`config.mk`:
```
export PLATFORM = sky130hd
export DESIGN_NAME = fm_rx_sequencer
export DESIGN_NICKNAME = d
export VERILOG_FILES = /design/src/rtl/fm_ctrl_pkg.sv /design/src/rtl/sample_hold_reg.sv /design/src/rtl/fm_rx_sequencer.sv
export SDC_FILE = /design/constraint.sdc
export NUM_CORES = 1
export LEC_CHECK = 0
export CAP_MARGIN = 10
export CELL_PAD_IN_SITES_DETAIL_PLACEMENT = 0
export CELL_PAD_IN_SITES_GLOBAL_PLACEMENT = 1
export CORE_ASPECT_RATIO = 0.7
export CORE_MARGIN = 2
export CORE_UTILIZATION = 36
export DETAILED_ROUTE_END_ITERATION = 16
export HOLD_SLACK_MARGIN = 0.03
export PLACE_DENSITY = 0.91
export SYNTH_ARGS = -nofsm -noshare
export SYNTH_HDL_FRONTEND = slang
export SYNTH_SLANG_ARGS = --single-unit
```
`constraint.sdc`:
```
create_clock -name clk -period 5.18 [get_ports clk]
set_input_delay 1.036 -clock clk [delete_from_list [all_inputs] [get_ports clk]]
set_output_delay 1.036 -clock clk [all_outputs]
set_load 0.02 [all_outputs]
```
`src/rtl/fm_ctrl_pkg.sv`:
```
// Shared definitions for the FM receive control path: FSM encoding, sync bytes, defaults.
package fm_ctrl_pkg;

  typedef enum logic [1:0] {
    ST_IDLE  = 2'd0,
    ST_SYNC1 = 2'd1,
    ST_LOAD  = 2'd2,
    ST_FLUSH = 2'd3
  } seq_state_t;

  localparam logic [7:0] SYNC_BYTE0 = 8'hA5;
  localparam logic [7:0] SYNC_BYTE1 = 8'h5A;

  localparam int unsigned DEF_WIDTH     = 16;
  localparam int unsigned DEF_FRAME_LEN = 256;
  localparam int unsigned DEF_GAP_MAX   = 1023;

endpackage

```
`src/rtl/sample_hold_reg.sv`:
```
// One-entry hold register with ready/valid output and sticky overrun on a dropped load.
module sample_hold_reg #(
  parameter int unsigned DW = 32
) (
  input  logic          clk,
  input  logic          rst,
  input  logic          load,
  input  logic [DW-1:0] load_data,
  input  logic          ready,
  output logic          valid,
  output logic [DW-1:0] data,
  output logic          overrun
);

  logic xfer;

  assign xfer = valid & ready;

  // Capture when empty or draining this cycle; otherwise drop and flag overrun.
  always_ff @(posedge clk) begin
    if (rst) begin
      valid   <= 1'b0;
      data    <= '0;
      overrun <= 1'b0;
    end else begin
      if (load && (!valid || xfer)) begin
        data  <= load_data;
        valid <= 1'b1;
      end else if (xfer) begin
        valid <= 1'b0;
      end
      if (load && valid && !xfer) begin
        overrun <= 1'b1;
      end
    end
  end

endmodule

```
`src/rtl/fm_rx_sequencer.sv`:
```
// Frames UART bytes behind an A5/5A sync word, feeds the merger, and hands merged samples
// to the demodulator through a one-entry hold register.
module fm_rx_sequencer
  import fm_ctrl_pkg::*;
#(
  parameter int unsigned WIDTH     = DEF_WIDTH,
  parameter int unsigned FRAME_LEN = DEF_FRAME_LEN,
  parameter int unsigned GAP_MAX   = DEF_GAP_MAX
) (
  input  logic               clk,
  input  logic               rst,
  input  logic               rx_valid_i,
  input  logic [7:0]         rx_data_i,
  output logic               merge_start_o,
  output logic [7:0]         merge_byte_o,
  input  logic               merge_finished_i,
  input  logic [2*WIDTH-1:0] merge_data_i,
  input  logic               demod_ready_i,
  output logic               demod_valid_o,
  output logic [2*WIDTH-1:0] demod_data_o,
  output logic               frame_done_o,
  output logic               overrun_o,
  output logic               timeout_o,
  output logic               busy_o
);

  localparam int unsigned DW    = 2 * WIDTH;
  localparam int unsigned SMP_W = (FRAME_LEN > 1) ? $clog2(FRAME_LEN) : 1;
  localparam int unsigned GAP_W = $clog2(GAP_MAX + 1);

  seq_state_t       state;
  logic [SMP_W-1:0] smp_cnt;
  logic [GAP_W-1:0] gap_cnt;
  logic             sample_evt;

  // Merger results only count toward a frame while loading.
  assign sample_evt = merge_finished_i && (state == ST_LOAD);

  sample_hold_reg #(
    .DW (DW)
  ) u_hold (
    .clk       (clk),
    .rst       (rst),
    .load      (sample_evt),
    .load_data (merge_data_i),
    .ready     (demod_ready_i),
    .valid     (demod_valid_o),
    .data      (demod_data_o),
    .overrun   (overrun_o)
  );

  // Sequencer FSM with byte forwarding, frame counting and inter-byte gap watchdog.
  always_ff @(posedge clk) begin
    if (rst) begin
      state         <= ST_IDLE;
      smp_cnt       <= '0;
      gap_cnt       <= '0;
      merge_start_o <= 1'b0;
      merge_byte_o  <= '0;
      frame_done_o  <= 1'b0;
      timeout_o     <= 1'b0;
      busy_o        <= 1'b0;
    end else begin
      merge_start_o <= 1'b0;
      frame_done_o  <= 1'b0;
      timeout_o     <= 1'b0;
      case (state)
        ST_IDLE: begin
          gap_cnt <= '0;
          if (rx_valid_i && (rx_data_i == SYNC_BYTE0)) begin
            state  <= ST_SYNC1;
            busy_o <= 1'b1;
          end
        end
        ST_SYNC1: begin
          if (rx_valid_i) begin
            gap_cnt <= '0;
            if (rx_data_i == SYNC_BYTE1) begin
              state <= ST_LOAD;
            end else if (rx_data_i != SYNC_BYTE0) begin
              state  <= ST_IDLE;
              busy_o <= 1'b0;
            end
          end else if (gap_cnt == GAP_W'(GAP_MAX - 1)) begin
            timeout_o <= 1'b1;
            gap_cnt   <= '0;
            smp_cnt   <= '0;
            state     <= ST_IDLE;
            busy_o    <= 1'b0;
          end else begin
            gap_cnt <= gap_cnt + GAP_W'(1);
          end
        end
        ST_LOAD: begin
          if (rx_valid_i) begin
            merge_start_o <= 1'b1;
            merge_byte_o  <= rx_data_i;
          end
          if (sample_evt && (smp_cnt == SMP_W'(FRAME_LEN - 1))) begin
            smp_cnt <= '0;
            gap_cnt <= '0;
            state   <= ST_FLUSH;
          end else begin
            if (sample_evt) begin
              smp_cnt <= smp_cnt + SMP_W'(1);
            end
            if (rx_valid_i) begin
              gap_cnt <= '0;
            end else if (gap_cnt == GAP_W'(GAP_MAX - 1)) begin
              timeout_o <= 1'b1;
              gap_cnt   <= '0;
              smp_cnt   <= '0;
              state     <= ST_IDLE;
              busy_o    <= 1'b0;
            end else begin
              gap_cnt <= gap_cnt + GAP_W'(1);
            end
          end
        end
        ST_FLUSH: begin
          if (!demod_valid_o) begin
            frame_done_o <= 1'b1;
            state        <= ST_IDLE;
            busy_o       <= 1'b0;
          end
        end
        default: begin
          state  <= ST_IDLE;
          busy_o <= 1'b0;
        end
      endcase
    end
  end

endmodule

```
# Yosys cells after proc, flatten, opt, wreduce, memory -nomap -nowiden
# Cells that the tools add are included.
# totals
output_inout_bits	46
wordCells	90
regBits	66
# classes
addsub	2
n_reduce_logical	19
n_eq_ne	18
muxes	37
bitwise_logic	3
# ops
cell	count
$mux W8	6
$mux W10	3
$pmux W10 S3	1
$eq A8 B8 Y1 const B	2
$mux W2	8
$pmux W8 S2	1
$mux W1	15
$ne A2 B2 Y1 const B	6
$add A10 B1 Y10 const B	1
$eq A10 B10 Y1 const B	1
$add A8 B1 Y8 const B	1
$eq A8 B7 Y1 const B	1
$ne A8 B8 Y1 const B	1
$pmux W2 S4	1
$logic_and A1 B1 Y1	6
$ne A3 B3 Y1 const B	2
$reduce_and A6 Y1	1
$eq A2 B2 Y1 const B	2
$ne A4 B4 Y1 const B	1
$pmux W1 S4	1
$reduce_and A4 Y1	1
$reduce_bool A2 Y1	2
$reduce_or A2 Y1	2
$ne A3 B2 Y1 const B	1
other kinds (10)	12

# Logic depth before layout (Yosys ltp)
# depth
ltp_word	7
mapped_depth	9

# By module
# A second synthesis with hierarchy kept.
# hier_totals
hier_cells	355
area_unflattened_um2	3223.1
# by_module_without_submodules
module	n_inst	cells_per_inst	seq_area_each_um2	area_each_um2
fm_rx_sequencer	1	208	640.6	1684.1
sample_hold_reg	1	147	680.7	1539.0

# Worst setup path after synthesis
# Ideal clock, no wire load.
# synth_path
kind	input-to-reg
startpoint	input merge_finished_i
endpoint	register gap_cnt[8]
required_time_ns	5.058
path_buffers	2
t_arrival_ns	2.096
setup_slack_ns	2.962
stages	6
path_cell_list	and3_4 > buf_6 > a41oi_4 > and4bb_4 > buf_6 > a221o_1
# synth_between
elab_chain_len	4
# synth_rtl
element	line	source
start: declaration	fm_rx_sequencer.sv:16	input logic merge_finished_i,
$logic_and A1 B1 Y1	fm_rx_sequencer.sv:37	assign sample_evt = merge_finished_i && (state == ST_LOAD);
$logic_and A1 B1 Y1	fm_rx_sequencer.sv:99	if (sample_evt && (smp_cnt == SMP_W'(FRAME_LEN - 1))) begin
$mux W10	fm_rx_sequencer.sv:99	
$pmux W10 S3	fm_rx_sequencer.sv:67	case (state)
end signal: assignment	fm_rx_sequencer.sv:91	gap_cnt <= gap_cnt + GAP_W'(1);
end signal: assignment	fm_rx_sequencer.sv:116	gap_cnt <= gap_cnt + GAP_W'(1);
end: declaration	fm_rx_sequencer.sv:33	logic [GAP_W-1:0] gap_cnt;
# No other way between the ends.
# A chain may end at the register's enable or synchronous reset.

# Worst setup path after layout
# Ends and elaborated chain as after synthesis.

==> out/qor.yml <==
slowest_stage: "clkdlybuf4s50_1"
clk_pin_slew_worst_paths_ns: 0.05
tns_ns: 0
whs_endpoint: "u_hold.data[11]$_SDFFE_PP0P_"
gp_congestion: 0.824
r2r-end: "gap_cnt[8]$_SDFFE_PP0P_"
grt_pass1_vias: 2549
ys.flop_type: "dfxtp_1"
synth_edf_count: 0
path_class: "input port to flip-flop"
r2r_slack_ns: 3.04
via_per_inst: 5.04
wirelength_mm: 7.83
rsz0062_at_grt: "false"
placed_area_sq_mm: 0.00379
dr_total_vias: 2719
relSlewSlack_pct: 34.7
ys_seq_elements: 66
drtPass1Iterations: 4
final_cell_area_sq_mm: 0.00414
dp_hpwl_mm: 5.46
final_common_cell: "nand2_1"
holdCritStartpoint: "u_hold.data[11]$_SDFFE_PP0P_"
worstSetupStartpointType: "input port"
row_count: 27
hold_path.class: "flip-flop to flip-flop"
num-nets-final: 486
core_sq_mm: 0.00777
async_flop_share_pct: 0
synth.top_cell.area_share_pct: 46.2
syn_avg_cell_area_sq_um: 8.16
clk_path_buf_depth: 2
die_y_um: 78.5
cts_root_buf: "clkbuf_16"
num_antenna_cells: 0
cpPeakStageDelay_ns: 0.59
crit_family: "simple AND/OR/NAND/NOR gates"
io_pins: 91
multi_input_area_sq_mm: 0.00142
grt_start_max_net_pins: 53
peakVddDrop_mv: 0.169
r2r_cells: 7
fmax_ghz: 0.385
grt_remaining_overflow: 0
insertion_delay_ns: 0.33
ctsResizeCount: 0
synthCells: 350
slew_violations: 0
final_cell_mix: "96 x nand2_1, 89 x clkdlybuf4s50_1, 66 x dfxtp_1, 49 x a21oi_1, 20 x nor2_1"
period_share_pct: 50.1
worst-path-buf-inv: 1
cts_inserted_buffers: 9
p_per_area_mw_per_mm2: 293
postCtsSetupRepairBufs: 0
start_util_pct: 36.8
synth_area_sq_mm: 0.00286
arrival_ns: 2.81
status: "completed"
yosysSeqAreaShare_pct: 46.2
setup_slack_ns: 2.59
r2r-start: "state[0]$_SDFFE_PP0P_"
wire_per_inst_um: 14.5
ys_warn_count: 0
fillers: 752
total_leakage_power_nw: 1.43
synthesis.nets: 402
die_area_sq_mm: 0.00868
hold_buffers: 0
clock_skew_ns: 0.00763
fin_util_pct: 53.3
setup_viol: 0
end_kind: "flip-flop"
critPathLaunch: "merge_finished_i"
hold_viol: 0
synth.distinct_cells: 48
worstMarginPinSlew_ns: 0.979
crit_required_ns: 5.40
synth_top_area_cell: "dfxtp_1"
antenna_found_initial: 0
track_usage_pct: 18.1
layout-drive-gt1-share_pct: 5.92
ctsHtreeMaxLevel: 3
syn_to_final_growth_pct: 44.8
holdWs_ns: 0.453
die_w_um: 110
cts_sinks: 66
cts_tree: "done"
detail-route-antenna-nets: 0
crit_chain: "clkdlybuf4s50_1 -> and3_4 -> a41oi_4 -> and4bb_4 -> and3_1 -> a221o_1"
grt_pass1_wl_mm: 12.7
crit_fanout: 15
synth_area_leaders: "dfxtp_1 46%, nand2_1 13%, a21oi_1 8.6%, ha_1 3.1%, nor2_1 2.8%"
io_buffers: 90
route.detailed.drc: 0
period_needed_ns: 2.59
post-place-ws_ns: 2.00
cap_viol_max_count: 0
regArea_sq_mm: 0.00132
drt_iter0_markers: 86
min_path_cells: 2
-- metal layers --
metal  vias up  routed length [um]  GRT usage (%)
li1       1373                   -              -
met1      1259                3640           23.5
met2        77                3630           28.7
met3        10                 453           4.71
met4         0                 114           7.88
met5         -                   0              0
-- worst reg2reg max path: cells and delay by family, from the launching register on --
kind | cells | cell delay [ns]
and+or+nand+nor | 3 | 0.84
buffers and inverters | 1 | 0.08
DFF | 1 | 0.33
adders and majority gates | 1 | 0.38
AOI/OAI and AO/OA | 2 | 0.39
-- cells in the mapped netlist, types with 2 or more instances --
master,instances
nand2_1,96
dfxtp_1,66
a21oi_1,49
nor2_1,21
clkbuf_1,13
a31oi_1,9
nand3_1,9
ha_1,7
nand2b_1,7
o21ai_1,7
inv_1,6
and3_1,5
nand4_1,5
xor2_1,5
nor2b_1,4
and4_1,3
buf_2,2
buf_6,2
nand4b_1,2
nor3_1,2
nor4_1,2
nor4b_1,2
-- registers in the layout (all words and copies together) (netlist names), 2 cells and up --
register      flops
gap_cnt          10
merge_byte_o      8
smp_cnt           8
state             2
u_hold.data      32
-- through the flow --
step | std cells | total power [mW]
after floorplan | 350 | 0.544
after global placement | 522 | 0.587
after detailed placement | 522 | 0.588
after CTS | 538 | 1.22
after global routing | 540 | 1.25
final | 540 | 1.21
-- cell families after synthesis --
logic type | Yosys count | share of synthesized area [%]
DFF | 66 | 46.2
muxes | 1 | 0.350
and+or+nand+nor | 168 | 28.1
xor gates and xnor gates | 6 | 1.84
AOI/OAI and AO/OA | 76 | 16.3
buffers and inverters | 26 | 4.16
adders and majority gates | 7 | 3.06
-- cell type report --
cell class | count | area share [%]
Clock buffer | 15 | 6.95
Clock inverter | 1 | 0.726
Inverter | 7 | 0.635
Multi-Input combinational cell | 258 | 34.3
Sequential cell | 66 | 31.9
Tap cell | 101 | 3.05
Timing Repair Buffer | 92 | 22.4
-- power breakdown --
part / total (mW) / switching (mW) / internal [mW]
sequential: 0.510 / 0.000995 / 0.509
clock: 0.633 / 0.208 / 0.425
combinational: 0.0679 / 0.0297 / 0.0382
-- how the worst max path moves through the flow --
stage / end / slack [ns] / cells past startpoint
after detailed placement: u_hold.data[5]$_SDFFE_PP0P_ / 2.00 / 5
after CTS: u_hold.data[13]$_SDFFE_PP0P_ / 2.30 / 5
final: gap_cnt[8]$_SDFFE_PP0P_ / 2.59 / 6
after global placement: u_hold.data[25]$_SDFFE_PP0P_ / 2.09 / 5
after global routing: state[1]$_SDFFE_PP0P_ / 2.39 / 6
after floorplan: gap_cnt[8]$_SDFFE_PP0P_ / 2.96 / 6
Note: power is estimated with default switching activity, not from simulation.
